===== src/rtl/nic_fifo.sv =====
// NIC between a processing element and its mesh router port: an input FIFO
// (router->CPU) and an output FIFO (CPU->router), occupancy tracked by counts.
module nic_fifo_buf #(
  parameter int W     = 64,
  parameter int DEPTH = 4
) (
  input  logic                     clk,
  input  logic                     reset,
  input  logic                     push_i,
  input  logic                     pop_i,
  input  logic [W-1:0]             wdata_i,
  output logic [W-1:0]             rdata_o,
  output logic [$clog2(DEPTH):0]   cnt_o,
  output logic [$clog2(DEPTH):0]   cnt_nx_o
);
  localparam int PW = $clog2(DEPTH);

  logic [W-1:0]  mem_q [DEPTH];
  logic [PW-1:0] wr_ptr_q, wr_ptr_d, rd_ptr_q, rd_ptr_d;
  logic [PW:0]   cnt_q, cnt_d;

  // Power-of-two depth: pointers wrap by natural overflow.
  always_comb begin
    wr_ptr_d = push_i ? wr_ptr_q + 1'b1 : wr_ptr_q;
    rd_ptr_d = pop_i  ? rd_ptr_q + 1'b1 : rd_ptr_q;
    cnt_d    = cnt_q;
    case ({push_i, pop_i})
      2'b10:   cnt_d = cnt_q + 1'b1;
      2'b01:   cnt_d = cnt_q - 1'b1;
      default: cnt_d = cnt_q;
    endcase
  end

  always_ff @(posedge clk) begin
    if (!reset) begin
      wr_ptr_q <= '0;
      rd_ptr_q <= '0;
      cnt_q    <= '0;
    end else begin
      wr_ptr_q <= wr_ptr_d;
      rd_ptr_q <= rd_ptr_d;
      cnt_q    <= cnt_d;
    end
  end

  always_ff @(posedge clk) begin
    if (push_i) mem_q[wr_ptr_q] <= wdata_i;
  end

  assign rdata_o  = mem_q[rd_ptr_q];
  assign cnt_o    = cnt_q;
  assign cnt_nx_o = cnt_d;
endmodule

module nic_fifo #(
  parameter int PACKET_WIDTH = 64,
  parameter int IN_DEPTH     = 4,
  parameter int OUT_DEPTH    = 4
) (
  input  logic                    clk,
  input  logic                    reset,
  input  logic [1:0]              addr,
  input  logic [PACKET_WIDTH-1:0] d_in,
  output logic [PACKET_WIDTH-1:0] d_out,
  input  logic                    nicEn,
  input  logic                    nicEnWR,
  input  logic                    net_si,
  output logic                    net_ri,
  input  logic [PACKET_WIDTH-1:0] net_di,
  output logic                    net_so,
  input  logic                    net_ro,
  output logic [PACKET_WIDTH-1:0] net_do,
  input  logic                    net_polarity
);
  localparam int ICW = $clog2(IN_DEPTH) + 1;
  localparam int OCW = $clog2(OUT_DEPTH) + 1;

  logic [PACKET_WIDTH-1:0] d_out_q, d_out_d, net_do_q, net_do_d;
  logic [PACKET_WIDTH-1:0] in_head, out_head;
  logic                    net_so_q, net_ri_q, drop_q, drop_d;
  logic [ICW-1:0]          in_cnt, in_cnt_nx;
  logic [OCW-1:0]          out_cnt, out_cnt_nx;
  logic                    cpu_rd, cpu_wr, in_push, in_pop, out_push, out_pop;
  logic                    out_wr_req, out_full;

  assign cpu_rd     = nicEn & ~nicEnWR;
  assign cpu_wr     = nicEn & nicEnWR;
  // net_ri_q already reflects "not full" at the start of the cycle.
  assign in_push    = net_si & net_ri_q;
  assign in_pop     = cpu_rd & (addr == 2'b00) & (in_cnt != '0);
  assign out_full   = (out_cnt == OCW'(OUT_DEPTH));
  assign out_wr_req = cpu_wr & (addr == 2'b10);
  assign out_push   = out_wr_req & ~out_full;
  assign out_pop    = (out_cnt != '0) & net_ro & net_polarity;

  nic_fifo_buf #(.W(PACKET_WIDTH), .DEPTH(IN_DEPTH)) u_in (
    .clk(clk), .reset(reset), .push_i(in_push), .pop_i(in_pop),
    .wdata_i(net_di), .rdata_o(in_head), .cnt_o(in_cnt), .cnt_nx_o(in_cnt_nx)
  );

  nic_fifo_buf #(.W(PACKET_WIDTH), .DEPTH(OUT_DEPTH)) u_out (
    .clk(clk), .reset(reset), .push_i(out_push), .pop_i(out_pop),
    .wdata_i(d_in), .rdata_o(out_head), .cnt_o(out_cnt), .cnt_nx_o(out_cnt_nx)
  );

  always_comb begin
    d_out_d  = d_out_q;
    drop_d   = drop_q;
    net_do_d = net_do_q;
    if (cpu_rd) begin
      case (addr)
        2'b00: d_out_d = in_pop ? in_head : '0;
        2'b01: begin
          d_out_d       = '0;
          d_out_d[15:8] = 8'(in_cnt);
          d_out_d[0]    = (in_cnt != '0);
        end
        2'b10: d_out_d = '0;
        2'b11: begin
          d_out_d       = '0;
          d_out_d[15:8] = 8'(out_cnt);
          d_out_d[1]    = drop_q;
          d_out_d[0]    = out_full;
          drop_d        = 1'b0;
        end
        default: d_out_d = d_out_q;
      endcase
    end
    // A new drop wins over a clearing status read.
    if (out_wr_req && out_full) drop_d = 1'b1;
    if (out_pop) net_do_d = out_head;
  end

  always_ff @(posedge clk) begin
    if (!reset) begin
      d_out_q  <= '0;
      net_do_q <= '0;
      net_so_q <= 1'b0;
      net_ri_q <= 1'b1;
      drop_q   <= 1'b0;
    end else begin
      d_out_q  <= d_out_d;
      net_do_q <= net_do_d;
      net_so_q <= out_pop;
      net_ri_q <= (in_cnt_nx < ICW'(IN_DEPTH));
      drop_q   <= drop_d;
    end
  end

  assign d_out  = d_out_q;
  assign net_do = net_do_q;
  assign net_so = net_so_q;
  assign net_ri = net_ri_q;

  logic unused_ok;
  assign unused_ok = ^out_cnt_nx;
endmodule


===== config.mk =====
export PLATFORM = sky130hd
export DESIGN_NAME = nic_fifo
export DESIGN_NICKNAME = d
export VERILOG_FILES = /design/src/rtl/nic_fifo.sv
export SDC_FILE = /design/constraint.sdc
export NUM_CORES = 1
export LEC_CHECK = 0
export ABC_AREA = 1
export ABC_CLOCK_PERIOD_IN_PS = 7000
export CAP_MARGIN = 20
export CORE_MARGIN = 4
export CORE_UTILIZATION = 60
export CTS_CLUSTER_SIZE = 12
export DETAILED_ROUTE_END_ITERATION = 6
export HOLD_SLACK_MARGIN = 0.06
export PLACE_DENSITY_LB_ADDON = 0.15
export SETUP_SLACK_MARGIN = 0.5
export SYNTH_ARGS = -nofsm -noshare
export SYNTH_HDL_FRONTEND = slang
export SYNTH_HIERARCHICAL = 1
export SYNTH_SLANG_ARGS = --single-unit

===== constraint.sdc =====
create_clock -name clk -period 7 [get_ports clk]
set_input_delay 1.4 -clock clk [delete_from_list [all_inputs] [get_ports clk]]
set_output_delay 1.4 -clock clk [all_outputs]
set_load 0.03 [all_outputs]

* Word level (Yosys, flattened, before mapping)
Memories as Yosys holds them, arrays and structs flattened. A register that Yosys moved wholly into a read port is not among the register bits.
Index checks and enable logic that the tools add are counted.
** Storage, ports and cells
- Bits in writable memories :: 512
- Bits of input ports :: 137
- Output and inout bits :: 130
- Bits in latches :: 0
- Word-level logic and storage cells :: 62
- Register bits :: 81
- Memory bits (read-only) :: 0
- Memories kept :: 2
** Memories
- u_in.mem_q :: words 4, bits a word 64, rd ports 1, clocked after Yosys merged registers in 1, wr ports 1, RTL line 18 : logic [W-1:0] mem_q [DEPTH];
- u_out.mem_q :: words 4, bits a word 64, rd ports 1, clocked after Yosys merged registers in 1, wr ports 1, RTL line 18
** Cells by class
- Equality and inequality tests :: 8
- Bitwise operators :: 11
- Mux-type cells :: 13
- Multiply operators :: 0
- Add/subtract/negate cells :: 8
- $lt $le $gt $ge :: 1
- Shifts and indexed selects :: 0
- Div/mod/pow operators :: 0
- Reductions and logical operators :: 9
** Operators with widths (count)
- one-hot mux 64 bit (4 select lines) :: 1
- 2-to-1 mux 64 bit :: 1
- one-hot mux 3 bit (2 select lines) :: 2
- AND 1 bit :: 9
- adder 2 x 1 -> 2 bit, second input constant :: 4
- equality test 2 bit, second input constant :: 4
- 2-to-1 mux 1 bit :: 7
- adder 3 x 1 -> 3 bit, second input constant :: 2
- equality test 2 x 1 -> 1 bit, second input constant :: 3
- nonzero test 2 bit :: 3
- nonzero test 3 bit :: 2
- subtractor 3 x 1 -> 3 bit, second input constant :: 2
- 2-to-1 mux 2 bit :: 2
- equality test 3 bit, second input constant :: 1
- less-than comparator 3 bit, second input constant :: 1
- zero test 2 bit :: 1
- inverter 1 bit :: 2
- AND reduction 2 bit :: 1
- logical AND 1 bit :: 1
- zero test 1 bit :: 1

* Longest topological paths before layout
- Word-level depth :: 7
- Mapped depth :: 13

* By module
The synthesis kept the hierarchy.
** By module, submodules not included
- nic_fifo_buf :: sequential area each 7867.5 µm², area an instance 9940.8 µm², cells each 676, instances 2
- nic_fifo :: sequential area each 2622.5 µm², area an instance 4878.4 µm², cells each 613, instances 1

* Worst setup path after synthesis
Ideal clock, no wire load.
- Path type :: input to register
- Start point :: in addr[1]
- End point :: mem u_out.mem_q[0][0], enable pin
- Path buffers :: 0
- Stages :: 4
- Slack :: 3245 ps
- Library setup time :: 418 ps
- Arrival time :: 3337 ps
- Cells stage by stage :: inv_1 -> nor4_1 -> nand2_1 -> inv_1
** Between the ends
- Word-level cells in the longest chain between the ends :: 5
** RTL lines
- start: declaration :: RTL line 62 : input logic [1:0] addr,
- equality test 2 bit :: RTL line 92 : assign out_wr_req = cpu_wr & (addr == 2'b10);
- AND 1 bit :: RTL line 92
- AND 1 bit :: RTL line 93 : assign out_push = out_wr_req & ~out_full;
- named net out_push :: RTL line 83 : logic cpu_rd, cpu_wr, in_push, in_pop, out_push, out_pop;
- 2-to-1 mux 1 bit :: RTL line 47 : if (push_i) mem_q[wr_ptr_q] <= wdata_i;
- 2-to-1 mux 1 bit (implied by the code) :: RTL line 47
- end: declaration :: RTL line 18
The timed path passes the listed nets, and every way through them passes these cells.

* Worst setup path after layout
- Start point :: in nicEn
- End point :: mem u_out.mem_q[0][16], enable pin
** Between the ends
- Word-level cells in the longest chain between the ends :: 5
** RTL lines
- start: declaration :: RTL line 65 : input logic nicEn,
- AND 1 bit :: RTL line 87 : assign cpu_wr = nicEn & nicEnWR;
- AND 1 bit :: RTL line 92
- AND 1 bit :: RTL line 93
- named net out_push :: RTL line 83
- 2-to-1 mux 1 bit :: RTL line 47
- 2-to-1 mux 1 bit (implied by the code) :: RTL line 47
The timed path passes the listed nets, and every way through them passes these cells.

==> metrics.txt <==
Worst-path clk slew=60 ps; worst hold path class=reg -> reg; max-cap violations=0; H-tree depth=3; Synth warnings=6; P_leak=9.811 nW; CTS tree=built; Initial Util=0.6059; antenna viol nets, final=0; syn nets=2109; fin area=29350 µm²; first-pass GRT wire length=85630 µm; final setup fails=0; die width=211.1 µm; total CTS buffers=67; worst path required time=7230 ps; Syn-to-layout area delta=18.63%; combinational power share=0.048; CP Class=in -> reg; core area=40830 µm²; Final Hold Viols=0; crit-path leading delay family=buffers and inverters; clock buffer depth=3; RSZ-0062 raised after global routing=false; Post CTS Setup Buffer Count=0; post-cts hold buffer count=0; Layout Nets=2337; cell internal pwr=6.332 mW; Max-slew headroom=0.2654; Slew @ Worst Pin=1102 ps; CP Data Arrival Time=4190 ps; RePlAce Congestion=0.7561; cell mode on critical path=nand2_1; Fmax=0.2525 GHz; via count of the first global-routing pass=15570; Placed Area=27360 µm²; syn avg cell area=12.62 µm²; TritonRoute pass-1 iters=5; Worst VDD drop=0.2028 mV; Worst Path Buf+Inv=3; Clk Latency, worst-skew pair=590 ps; Setup Skew=19.16 ps; die height=211.1 µm; crit-path max FO=38; period utilization=0.5659; Hold WS=448.6 ps; Ports=267; Root Driver=clkbuf_16; final wirelength=55960 µm; DP Wirelength=31020 µm; switch share=0.2092; global-route usage over all layers=0.2448; Critical Path Max Stage Delay=760 ps; clock power share=0.408; WL/cell=20.14 µm; layout cells sized above 1=0.05754; initial drt markers=1378; row count=74; pwr dens=272.8 nW/µm²; post_cts resized=0; die area=44550 µm²; total clock sinks=661; max-slew violation count=0; Startpoint Class=primary input; Mapped Cells=1960; number of port buffers=266; Worst path slowest cell=nor4_1; Reg power frac=0.543; synthesized area=24740 µm²; outcome=finished, final reports clean; initial antenna violation count=11; Remaining DRCs=0; Fill cells=2776; crit path capture type=register; worst path cell trace=clkdlybuf4s50_1 -> nand2_1 -> nor4_1 -> nand2_1 -> inv_2 -> buf_4; net switching power=1.675 mW; total congestion overflow=0; Fin Setup TNS=0 ps; crit path time final=3961 ps; pin count of the biggest net entering global routing=105; via count=16070; post-DR vias/cell=5.783
==> final timing paths <==
kind / start / cells past startpoint / to / slack (ps)
max: nicEn / 6 / u_out/mem_q[0][16]$_DFFE_PP_ / 3040
min reg2reg: u_out/rd_ptr_q[1]$_SDFFE_PN0P_ / 1 / register / 450
max reg2reg: u_out/cnt_o[0]$_SDFF_PN0_ / 5 / u_out/mem_q[0][16]$_DFFE_PP_ / 3950
min: u_out/rd_ptr_q[1]$_SDFFE_PN0P_ / 1 / register / 450
==> state kept, by name, indices dropped and copies added, names as in the netlist, 2 cells and up, named ones only <==
register / cells
u_in/mem_q: 256
u_out/mem_q: 256
d_out: 64
net_do: 64
u_in/cnt_o: 3
u_out/cnt_o: 3
u_in/rd_ptr_q: 2
u_in/wr_ptr_q: 2
u_out/rd_ptr_q: 2
u_out/wr_ptr_q: 2
==> metrics by stage <==
step                      power (mW)  cells    util  setup slack (ps)
after floorplan                4.630   1960       -              3245
after global placement         4.811   2651  0.6700              2491
after detailed placement       4.823   2651  0.6700              2413
after CTS                      8.080   2774  0.7185              3046
after global routing           8.275   2775  0.7186              2904
final                          8.007   2779  0.7188              3039
==> layer usage <==
metal,vias up,track usage,part of all wire
li1,7533,-,-
met1,7841,0.3200,0.40
met2,570,0.4124,0.50
met3,112,0.05852,0.075
met4,14,0.07467,0.023
met5,-,0,0.0015
==> power groups by stage <==
stage	sequential, mW	clock (mW)	combinational (mW)
3_5_place_dp	4.43	0	0.389
4_1_cts	4.35	3.34	0.392
2_1_floorplan	4.46	0	0.173
6_report	4.35	3.27	0.388
5_1_grt	4.36	3.50	0.421
3_3_place_gp	4.43	0	0.380
==> layout by cell type, fill, tap and decap left out, types with 7 or more instances in the layout <==
cell type,instances
edfxtp_1,512
nor2_1,396
clkdlybuf4s50_1,265
o21ai_0,214
dfxtp_1,145
o22ai_1,128
o21ai_1,121
nand2_1,95
a21oi_1,76
nand3_1,67
clkbuf_16,67
clkbuf_1,40
inv_1,32
buf_4,22
inv_2,12
ha_1,10
inv_6,7
==> final cells by class <==
class	instances	area, µm²	share of cell area
timing repair buffer	288	2823	0.09617
clock inverter	13	111.4	0.003794
multi-input combinational	1124	5325	0.1814
antenna	5	12.51	0.0004263
tap	532	665.6	0.02268
inverter	46	177.7	0.006053
sequential	661	18370	0.6258
clock buffer	110	1868	0.06365
(Power assumes the default switching activity.)
